## src/rtl/coreaxi4dma_ctrl_if_arbiter_if.sv

```systemverilog
// rtl/coreaxi4dma_ctrl_if_arbiter_if.sv - requester/register-bus signal bundle for the control-interface arbiter
//
// Groups the two requester channels, the shared response, and the control
// register bus.
//   slave  : arbiter side (takes requests, drives the register bus)
//   master : environment side (requesters plus the register mux/banks)
interface coreaxi4dma_ctrl_if_arbiter_if;
  // requester 0 (host AXI4-Lite bridge)
  logic        req0_valid;
  logic        req0_wr;
  logic [10:0] req0_addr;
  logic [31:0] req0_wdata;
  logic [3:0]  req0_strb;
  logic        req0_ready;
  logic        req0_done;
  // requester 1 (descriptor/stream control engine)
  logic        req1_valid;
  logic        req1_wr;
  logic [10:0] req1_addr;
  logic [31:0] req1_wdata;
  logic [3:0]  req1_strb;
  logic        req1_ready;
  logic        req1_done;
  // shared response, qualified by reqN_done
  logic [31:0] rsp_rdata;
  logic        rsp_err;
  // control register bus
  logic        ctrl_rd;
  logic        ctrl_wr;
  logic [10:0] ctrl_addr;
  logic [31:0] ctrl_wdata;
  logic [3:0]  ctrl_strb;
  logic [31:0] ctrl_rdata;
  logic        ctrl_rdvalid;
  logic        ctrl_wrrdy;

  modport slave (
    input  req0_valid, req0_wr, req0_addr, req0_wdata, req0_strb,
    input  req1_valid, req1_wr, req1_addr, req1_wdata, req1_strb,
    input  ctrl_rdata, ctrl_rdvalid, ctrl_wrrdy,
    output req0_ready, req0_done, req1_ready, req1_done,
    output rsp_rdata, rsp_err,
    output ctrl_rd, ctrl_wr, ctrl_addr, ctrl_wdata, ctrl_strb
  );

  modport master (
    output req0_valid, req0_wr, req0_addr, req0_wdata, req0_strb,
    output req1_valid, req1_wr, req1_addr, req1_wdata, req1_strb,
    output ctrl_rdata, ctrl_rdvalid, ctrl_wrrdy,
    input  req0_ready, req0_done, req1_ready, req1_done,
    input  rsp_rdata, rsp_err,
    input  ctrl_rd, ctrl_wr, ctrl_addr, ctrl_wdata, ctrl_strb
  );
endinterface

```

## src/rtl/coreaxi4dma_ctrl_if_arbiter.sv

```systemverilog
// rtl/coreaxi4dma_ctrl_if_arbiter.sv - round-robin arbiter and access sequencer for the 11-bit control-register bus
//
// Ports:
//   CLOCK  : system clock, rising edge
//   RESETN : asynchronous active-low reset
//   bus    : slave modport of coreaxi4dma_ctrl_if_arbiter_if (two requesters,
//            shared response, control register bus)
// One access at a time: IDLE (arbitrate/accept) -> ACCESS (strobe held until
// ready/valid or timeout) -> RESP (one-cycle done to the owner) -> IDLE.
module coreaxi4dma_ctrl_if_arbiter #(
  parameter int unsigned TIMEOUT_CYCLES = 255,
  parameter logic [31:0] ERR_RDATA      = 32'hDEAD_BEEF
) (
  input logic                           CLOCK,
  input logic                           RESETN,
  coreaxi4dma_ctrl_if_arbiter_if.slave  bus
);

  typedef enum logic [1:0] {
    ST_IDLE   = 2'd0,
    ST_ACCESS = 2'd1,
    ST_RESP   = 2'd2
  } state_t;

  localparam bit         TO_EN   = (TIMEOUT_CYCLES != 0);
  // Last ACCESS cycle index before abort; unused when the timeout is disabled.
  localparam logic [7:0] TO_LAST = 8'((TIMEOUT_CYCLES == 0) ? 0 : TIMEOUT_CYCLES - 1);

  state_t      state_q, state_d;
  logic        ptr_q, ptr_d;      // requester that wins a tie
  logic        gnt_q, gnt_d;      // owner of the current access
  logic        wr_q, wr_d;
  logic [10:0] addr_q, addr_d;
  logic [31:0] wdata_q, wdata_d;
  logic [3:0]  strb_q, strb_d;
  logic [7:0]  cnt_q, cnt_d;
  logic [31:0] rdata_q, rdata_d;
  logic        err_q, err_d;

  logic any_valid;
  logic gnt_sel;
  logic complete;
  logic timeout;

  assign any_valid = bus.req0_valid | bus.req1_valid;
  // Tie goes to the pointer; otherwise the only valid requester.
  assign gnt_sel   = (bus.req0_valid & bus.req1_valid) ? ptr_q : bus.req1_valid;
  // Only the ready of the access type in flight counts.
  assign complete  = wr_q ? bus.ctrl_wrrdy : bus.ctrl_rdvalid;
  assign timeout   = TO_EN && (cnt_q == TO_LAST) && !complete;

  // State register
  always_ff @(posedge CLOCK or negedge RESETN) begin
    if (!RESETN) begin
      state_q <= ST_IDLE;
      ptr_q   <= 1'b0;
      gnt_q   <= 1'b0;
      wr_q    <= 1'b0;
      addr_q  <= '0;
      wdata_q <= '0;
      strb_q  <= '0;
      cnt_q   <= '0;
      rdata_q <= '0;
      err_q   <= 1'b0;
    end else begin
      state_q <= state_d;
      ptr_q   <= ptr_d;
      gnt_q   <= gnt_d;
      wr_q    <= wr_d;
      addr_q  <= addr_d;
      wdata_q <= wdata_d;
      strb_q  <= strb_d;
      cnt_q   <= cnt_d;
      rdata_q <= rdata_d;
      err_q   <= err_d;
    end
  end

  // Next-state logic
  always_comb begin
    state_d = state_q;
    ptr_d   = ptr_q;
    gnt_d   = gnt_q;
    wr_d    = wr_q;
    addr_d  = addr_q;
    wdata_d = wdata_q;
    strb_d  = strb_q;
    cnt_d   = cnt_q;
    rdata_d = rdata_q;
    err_d   = err_q;
    unique case (state_q)
      ST_IDLE: begin
        if (any_valid) begin
          state_d = ST_ACCESS;
          gnt_d   = gnt_sel;
          ptr_d   = ~gnt_sel;
          wr_d    = gnt_sel ? bus.req1_wr    : bus.req0_wr;
          addr_d  = gnt_sel ? bus.req1_addr  : bus.req0_addr;
          wdata_d = gnt_sel ? bus.req1_wdata : bus.req0_wdata;
          strb_d  = gnt_sel ? bus.req1_strb  : bus.req0_strb;
          cnt_d   = '0;
        end
      end
      ST_ACCESS: begin
        if (complete) begin
          // Writes carry no read data back; report zero.
          state_d = ST_RESP;
          rdata_d = wr_q ? 32'h0 : bus.ctrl_rdata;
          err_d   = 1'b0;
          cnt_d   = '0;
        end else if (timeout) begin
          state_d = ST_RESP;
          rdata_d = wr_q ? 32'h0 : ERR_RDATA;
          err_d   = 1'b1;
          cnt_d   = '0;
        end else begin
          cnt_d   = cnt_q + 8'd1;
        end
      end
      ST_RESP: begin
        state_d = ST_IDLE;
      end
      default: begin
        state_d = ST_IDLE;
      end
    endcase
  end

  // Output logic; strobes derive from the async-reset state so they drop at once on reset.
  always_comb begin
    bus.req0_ready = (state_q == ST_IDLE) && any_valid && !gnt_sel;
    bus.req1_ready = (state_q == ST_IDLE) && any_valid &&  gnt_sel;
    bus.req0_done  = (state_q == ST_RESP) && !gnt_q;
    bus.req1_done  = (state_q == ST_RESP) &&  gnt_q;
    bus.ctrl_rd    = (state_q == ST_ACCESS) && !wr_q;
    bus.ctrl_wr    = (state_q == ST_ACCESS) &&  wr_q;
    bus.ctrl_addr  = addr_q;
    bus.ctrl_wdata = wdata_q;
    bus.ctrl_strb  = strb_q;
    bus.rsp_rdata  = rdata_q;
    bus.rsp_err    = err_q;
  end

endmodule

```

## src/flat_wrapper.sv

```systemverilog
// flat-port wrapper written by rule: the top's interface ports become plain ports
module coreaxi4dma_ctrl_if_arbiter_flat 
#(
  parameter int unsigned TIMEOUT_CYCLES = 255,
  parameter logic [31:0] ERR_RDATA      = 32'hDEAD_BEEF
)
  (CLOCK, RESETN, bus_req0_valid, bus_req0_wr, bus_req0_addr, bus_req0_wdata, bus_req0_strb, bus_req1_valid, bus_req1_wr, bus_req1_addr, bus_req1_wdata, bus_req1_strb, bus_ctrl_rdata, bus_ctrl_rdvalid, bus_ctrl_wrrdy, bus_req0_ready, bus_req0_done, bus_req1_ready, bus_req1_done, bus_rsp_rdata, bus_rsp_err, bus_ctrl_rd, bus_ctrl_wr, bus_ctrl_addr, bus_ctrl_wdata, bus_ctrl_strb);
  coreaxi4dma_ctrl_if_arbiter_if bus_i ();
  input logic CLOCK;
  input logic RESETN;
  input wire logic [$bits(bus_i.req0_valid)-1:0] bus_req0_valid;
  input wire logic [$bits(bus_i.req0_wr)-1:0] bus_req0_wr;
  input wire logic [$bits(bus_i.req0_addr)-1:0] bus_req0_addr;
  input wire logic [$bits(bus_i.req0_wdata)-1:0] bus_req0_wdata;
  input wire logic [$bits(bus_i.req0_strb)-1:0] bus_req0_strb;
  input wire logic [$bits(bus_i.req1_valid)-1:0] bus_req1_valid;
  input wire logic [$bits(bus_i.req1_wr)-1:0] bus_req1_wr;
  input wire logic [$bits(bus_i.req1_addr)-1:0] bus_req1_addr;
  input wire logic [$bits(bus_i.req1_wdata)-1:0] bus_req1_wdata;
  input wire logic [$bits(bus_i.req1_strb)-1:0] bus_req1_strb;
  input wire logic [$bits(bus_i.ctrl_rdata)-1:0] bus_ctrl_rdata;
  input wire logic [$bits(bus_i.ctrl_rdvalid)-1:0] bus_ctrl_rdvalid;
  input wire logic [$bits(bus_i.ctrl_wrrdy)-1:0] bus_ctrl_wrrdy;
  output wire logic [$bits(bus_i.req0_ready)-1:0] bus_req0_ready;
  output wire logic [$bits(bus_i.req0_done)-1:0] bus_req0_done;
  output wire logic [$bits(bus_i.req1_ready)-1:0] bus_req1_ready;
  output wire logic [$bits(bus_i.req1_done)-1:0] bus_req1_done;
  output wire logic [$bits(bus_i.rsp_rdata)-1:0] bus_rsp_rdata;
  output wire logic [$bits(bus_i.rsp_err)-1:0] bus_rsp_err;
  output wire logic [$bits(bus_i.ctrl_rd)-1:0] bus_ctrl_rd;
  output wire logic [$bits(bus_i.ctrl_wr)-1:0] bus_ctrl_wr;
  output wire logic [$bits(bus_i.ctrl_addr)-1:0] bus_ctrl_addr;
  output wire logic [$bits(bus_i.ctrl_wdata)-1:0] bus_ctrl_wdata;
  output wire logic [$bits(bus_i.ctrl_strb)-1:0] bus_ctrl_strb;
  assign bus_i.req0_valid = bus_req0_valid;
  assign bus_i.req0_wr = bus_req0_wr;
  assign bus_i.req0_addr = bus_req0_addr;
  assign bus_i.req0_wdata = bus_req0_wdata;
  assign bus_i.req0_strb = bus_req0_strb;
  assign bus_i.req1_valid = bus_req1_valid;
  assign bus_i.req1_wr = bus_req1_wr;
  assign bus_i.req1_addr = bus_req1_addr;
  assign bus_i.req1_wdata = bus_req1_wdata;
  assign bus_i.req1_strb = bus_req1_strb;
  assign bus_i.ctrl_rdata = bus_ctrl_rdata;
  assign bus_i.ctrl_rdvalid = bus_ctrl_rdvalid;
  assign bus_i.ctrl_wrrdy = bus_ctrl_wrrdy;
  assign bus_req0_ready = bus_i.req0_ready;
  assign bus_req0_done = bus_i.req0_done;
  assign bus_req1_ready = bus_i.req1_ready;
  assign bus_req1_done = bus_i.req1_done;
  assign bus_rsp_rdata = bus_i.rsp_rdata;
  assign bus_rsp_err = bus_i.rsp_err;
  assign bus_ctrl_rd = bus_i.ctrl_rd;
  assign bus_ctrl_wr = bus_i.ctrl_wr;
  assign bus_ctrl_addr = bus_i.ctrl_addr;
  assign bus_ctrl_wdata = bus_i.ctrl_wdata;
  assign bus_ctrl_strb = bus_i.ctrl_strb;
  coreaxi4dma_ctrl_if_arbiter #(.TIMEOUT_CYCLES(TIMEOUT_CYCLES), .ERR_RDATA(ERR_RDATA)) u_core (.CLOCK(CLOCK), .RESETN(RESETN), .bus(bus_i));
endmodule
```

## config.mk

```make
export PLATFORM = sky130hd
export DESIGN_NAME = coreaxi4dma_ctrl_if_arbiter_flat
export DESIGN_NICKNAME = d
export VERILOG_FILES = /design/src/rtl/coreaxi4dma_ctrl_if_arbiter_if.sv /design/src/rtl/coreaxi4dma_ctrl_if_arbiter.sv /design/src/flat_wrapper.sv
export SDC_FILE = /design/constraint.sdc
export NUM_CORES = 1
export LEC_CHECK = 0
export CORE_ASPECT_RATIO = 0.7
export CORE_MARGIN = 3
export CORE_UTILIZATION = 37
export CTS_BUF_LIST = sky130_fd_sc_hd__clkbuf_8
export DETAILED_ROUTE_END_ITERATION = 10
export PLACE_DENSITY = 0.79
export SYNTH_ARGS = -nofsm -noshare
export SYNTH_HDL_FRONTEND = slang
export SYNTH_SLANG_ARGS = --single-unit
```

## constraint.sdc

```tcl
create_clock -name CLOCK -period 1.4 [get_ports CLOCK]
set_input_delay 0.14 -clock CLOCK [delete_from_list [all_inputs] [get_ports CLOCK]]
set_output_delay 0.14 -clock CLOCK [all_outputs]
set_load 0.02 [all_outputs]
```

Word-level counts from Yosys, hierarchy flattened
Index checks and enable logic that the tools add are counted.
{ "classes": {"bitwise_logic": 3, "addsub": 1, "mux": 20, "reduce_logical": 19, "n_eq_ne": 5} }
{ "op_table": {"columns": ["cell", "count"], "rows": [
  ["2-to-1 mux 32 bit", 5],
  ["2-to-1 mux 8 bit", 3],
  ["one-hot mux 8 bit (2 select lines)", 1],
  ["2-to-1 mux 11 bit", 1],
  ["adder 8 x 1 -> 8 bit (second input constant)", 1],
  ["equality test 8 bit (second input constant)", 1],
  ["logical AND 1 bit", 8],
  ["AND reduction 2 bit", 4],
  ["2-to-1 mux 2 bit", 3],
  ["2-to-1 mux 1 bit", 5],
  ["zero test 1 bit", 4],
  ["2-to-1 mux 4 bit", 1],
  ["one-hot mux 2 bit (2 select lines)", 1],
  ["nonzero test 2 bit", 2],
  ["!= test 3 x 1 -> 1 bit (second input constant)", 1],
  ["equality test 2 x 1 -> 1 bit (second input constant)", 1],
  ["equality test 2 bit (second input constant)", 1],
  ["zero test 2 bit", 1],
  ["!= test 2 x 1 -> 1 bit (second input constant)", 1],
  ["AND 1 bit", 1],
  ["inverter 1 bit", 1],
  ["OR 1 bit", 1]
]} }
{ "word_totals": {"out_inout_bits": 86, "input_bits": 134, "wordCells": 58, "reg_bits": 93} }

Longest topological paths before layout
{ "depth": {"word_depth": 6, "ltp_mapped": 8, "mapped_depth_nobuf": 6} }

Least setup slack after synthesis
OpenSTA, ideal clock, no wires.
{ "synth_path": {"kind": "register -> register", "start": "register u_core.cnt_q[0]", "end": "register u_core.err_q, in the netlist u_core.bus.rsp_err", "slack_ns": -0.045, "n_path_buf": 1, "path_stages_with_launch": 8, "period_less_slack_ns": 1.445, "t_required_ns": 1.275, "setup_time_ns": 0.125, "t_arrival_ns": 1.320, "path_cell_list": "dfrtp_1 -> inv_1 -> ha_1 -> nand3_1 -> o21ai_1 -> nand2_1 -> buf_4 -> mux2_4"} }
{ "synth_between": {"elab_chain_len": 4} }
{ "synth_rtl": {"columns": ["item", "line", "rtl"], "rows": [
  ["start, declared", "coreaxi4dma_ctrl_if_arbiter.sv:36", "logic [7:0] cnt_q, cnt_d;"],
  ["start signal, assigned", "coreaxi4dma_ctrl_if_arbiter.sv:73", "cnt_q <= cnt_d;"],
  ["equality test 8 bit", "coreaxi4dma_ctrl_if_arbiter.sv:50", "assign timeout = TO_EN && (cnt_q == TO_LAST) && !complete;"],
  ["logical AND 1 bit", "coreaxi4dma_ctrl_if_arbiter.sv:50", null],
  ["nonzero test 2 bit (no line)", null, null],
  ["AND reduction 2 bit (no line)", null, null],
  ["end signal, assigned", "coreaxi4dma_ctrl_if_arbiter.sv:75", "err_q <= err_d;"],
  ["end, declared", "coreaxi4dma_ctrl_if_arbiter.sv:38", "logic err_q, err_d;"]
]} }
No other way between the ends.
A chain may end at the register's enable or synchronous reset.

Final worst setup path
Ends and elaborated chain as after synthesis.

==> flow_metrics.env <==
export IMPL_clkSlewWorstSetupHoldPaths_ps=90
export IMPL_regToRegSetupSlack_ps=-210
export IMPL_ys_types=37
export IMPL_vdd_drop_max_mv=1.153
export IMPL_cap_violations=0
export IMPL_route_detailed_drc=0
export IMPL_hold_viol_final=0
export IMPL_async_flop_share=1.000
export IMPL_placed_cells_incl_taps=707
export IMPL_finalCritPeriodShare=1.150
export IMPL_pre_cts_ws_ps=-405.1
export IMPL_chipWidth_um=132.2
export IMPL_hold_path_class="in2async"
export IMPL_yosysTopAreaCell="dfrtp_1"
export IMPL_cp_endpoint="u_core.bus.rsp_err$_DFFE_PN0P_"
export IMPL_cts_root_buf="clkbuf_8"
export IMPL_min_period_ps=1610
export IMPL_synth_area_leaders="dfrtp_1 (56%), a221o_1 (12%), and2_0 (5.6%), a22o_1 (5.1%), nand2b_1 (3.8%)"
export IMPL_place_congestion=0.8207
export IMPL_antenna_left=0
export IMPL_numCtsBuffers=9
export IMPL_drive_gt1_frac=0.2546
export IMPL_area_growth_syn_to_layout_pct=84.53
export IMPL_criticalPathCategory="reg2reg"
export IMPL_ys_seq_elements=93
export IMPL_fin_cells=750
export IMPL_synth_common_cells="dfrtp_1 (93), a221o_1 (48), and2_0 (37), nand2b_1 (25), a22o_1 (24)"
export IMPL_seq_area_um2=2330
export IMPL_placed_area_um2=6658
export IMPL_io_pins=220
export IMPL_whs_ps=256.2
export IMPL_wl_um=14430
export IMPL_p_sw_frac=0.3827
export IMPL_clkPwrFrac=0.130
export IMPL_r2r_end="u_core.bus.rsp_err$_DFFE_PN0P_"
export IMPL_final_max_slew_violation_count=0
export IMPL_routedWlPerCell_um=19.24
export IMPL_finalSetupViolations=96
export IMPL_synthesis_nets=471
export IMPL_power_leakage_uw=0.003600
export IMPL_drt_iter0_markers=216
export IMPL_fin_ws_ps=-210.2
export IMPL_grt_use_total=0.2299
export IMPL_setup_worst_path_start_class="register"
export IMPL_initial_core_util=0.3896
export IMPL_synth_top_cell_area_share=0.5641
export IMPL_drt_pre_antenna_iters=4
export IMPL_p_sw_uw=5922
export IMPL_cts_htree_levels=3
export IMPL_die_area_um2=12470
export IMPL_grt_pass1_wl_um=22380
export IMPL_synth_most_common_cell="dfrtp_1"
export IMPL_rsz0062_at_grt="true"
export IMPL_startpoint="u_core.cnt_q[0]$_DFFE_PN0P_"
export IMPL_die_h_um=94.34
export IMPL_synth_edf_count=0
export IMPL_clock_sinks=93
export IMPL_nFillCells=762
export IMPL_final_cell_area_um2=7612
export IMPL_cp_end_kind="register"
export IMPL_ys_flop_type="dfrtp_1"
export IMPL_grt_max_degree=35
export IMPL_core_area_um2=10590
export IMPL_clock_skew_ps=6.980
export IMPL_antenna_found_initial=1
export IMPL_via_count=3840
export IMPL_clock_latency_ps=360
export IMPL_tritoncts="done"
export IMPL_avgSynthCellArea_um2=12.31
export IMPL_powerDensity_nw_per_um2=2033
export IMPL_multi_input_area_um2=1988
export IMPL_yosysSeqAreaShare=0.5641
export IMPL_worstPathRequired_ps=1660
export IMPL_grt_overflow=0
export IMPL_seq_power_share=0.299
export IMPL_tightest_slew_ps=414.1
export IMPL_placementRows=31
export IMPL_r2r_start="u_core.cnt_q[0]$_DFFE_PN0P_"
export IMPL_num_nets_final=732
export IMPL_tns_ps=-12590
export IMPL_rr_worst_depth=7
export IMPL_numPortBuffers=219
export IMPL_grt_pass1_vias=4181
export IMPL_violations="setup timing"
export IMPL_power_share_combinational=0.571
export IMPL_max_slew_margin_rel=0.7240
export IMPL_max_freq_mhz=621.1
export IMPL_p_int_uw=9553
export IMPL_critPathMaxFanout=6
export IMPL_hpwl_um=9051
export IMPL_post_synth_instance_area_um2=4125
export IMPL_clockBufferDepth=2
export IMPL_yosysWarnings=0
export IMPL_arrival_ps=1870
export IMPL_viasPerCell=5.120
export IMPL_status="finished with violations"
export IMPL_syn_inst=335
[final cells by class]
class                           count  share of cell area
Inverter                            2           0.0009862
Sequential cell                    93              0.3060
Multi-Input combinational cell    217              0.2612
Clock buffer                       10             0.01808
Tap cell                          148             0.02433
Timing Repair Buffer              273              0.3777
Clock inverter                      6             0.01134
Antenna cell                        1           0.0003287
[layer usage]
metal  track usage  part of all wire
met1        0.3021              0.44
met2        0.3750              0.48
met3       0.06763             0.069
met4       0.06661             0.014
met5             0                 0
[how the worst min path moves through the flow]
stage          startpoint                                    end  slack, ps
2_1_floorplan      RESETN    u_core.bus.ctrl_addr[0]$_DFFE_PN0N_       -160
3_3_place_gp       RESETN  u_core.bus.ctrl_wdata[24]$_DFFE_PN0N_        100
3_5_place_dp       RESETN    u_core.bus.ctrl_addr[2]$_DFFE_PN0N_        110
4_1_cts            RESETN    u_core.bus.ctrl_addr[2]$_DFFE_PN0N_        240
5_1_grt            RESETN    u_core.bus.ctrl_strb[1]$_DFFE_PN0N_        310
6_report           RESETN    u_core.bus.ctrl_addr[2]$_DFFE_PN0N_        260
[cell usage in the layout (no fill, tap or decap), types with 3 or more instances in the layout]
master,synthesis,routed
a221o_1,48,48
a22o_1,24,24
buf_16,0,7
buf_4,3,20
and2_4,0,46
nand2_1,4,3
clkdlybuf4s50_1,0,131
clkbuf_8,0,10
dlygate4sd2_1,0,81
dfrtp_1,93,91
and3_4,0,4
xor2_1,5,5
o21a_4,0,4
o21ai_0,5,4
buf_8,0,4
buf_6,5,17
a21o_1,11,11
buf_12,0,10
and3_1,13,10
nand2b_1,25,24
[power groups by stage]
stage / clock network [uW] / logic [uW] / registers [uW]
global route: 2170 / 9340 / 4780
finish: 2020 / 8830 / 4630
CTS: 2070 / 8500 / 4620
detailed placement: 0 / 7770 / 4630
floorplan: 0 / 2740 / 5910
global placement: 0 / 7570 / 4620
[logic make-up (layout without fill, tap and decap cells)]
kind of cell             count (synthesis)  after routing  synth area share
AND/OR/NAND/NOR                        112            112            0.1714
AO/OA/AOI/OAI                           93             96            0.2008
flip-flops                              93             93            0.5641
buffers and inverters                   28            291           0.04095
XOR/XNOR                                 5              5           0.01062
adder cells (fa/ha/maj)                  2              2          0.006065
multiplexers                             2              2          0.006065
other                                    0              1                 0
[metrics by stage]
step / total power (uW) / util
floorplan: 8651 / -
global placement: 12200 / 0.6287
detailed placement: 12400 / 0.6287
CTS: 15190 / 0.7022
global route: 16290 / 0.7189
finish: 15470 / 0.7189
[registers in the layout (all words and copies together) (netlist names), 2 cells and up]
signal / cells
u_core.bus.rsp_rdata: 32
u_core.state_q: 2
u_core.bus.ctrl_wdata: 32
u_core.cnt_q: 8
u_core.bus.ctrl_strb: 4
u_core.bus.ctrl_addr: 11
[critical path, cell delays in order, from the launching register on]
cell,delay (ps)
dfrtp_1,400
inv_1,60
ha_2,190
nand3_4,100
o21ai_4,210
nand2_8,130
buf_6,140
mux2_4,280
[what timing repair did]
item | 4_1_cts | 5_1_grt
hold buffers | 1 | 0
gates cloned | 11 | 2
pin swaps | 68 | 52
endpoints found under the setup margin | 175 | 98
setup buffers | 12 | 2
endpoints found under the hold margin | 29 | 0
resized for setup | 197 | 52
(Power assumes the default switching activity.)
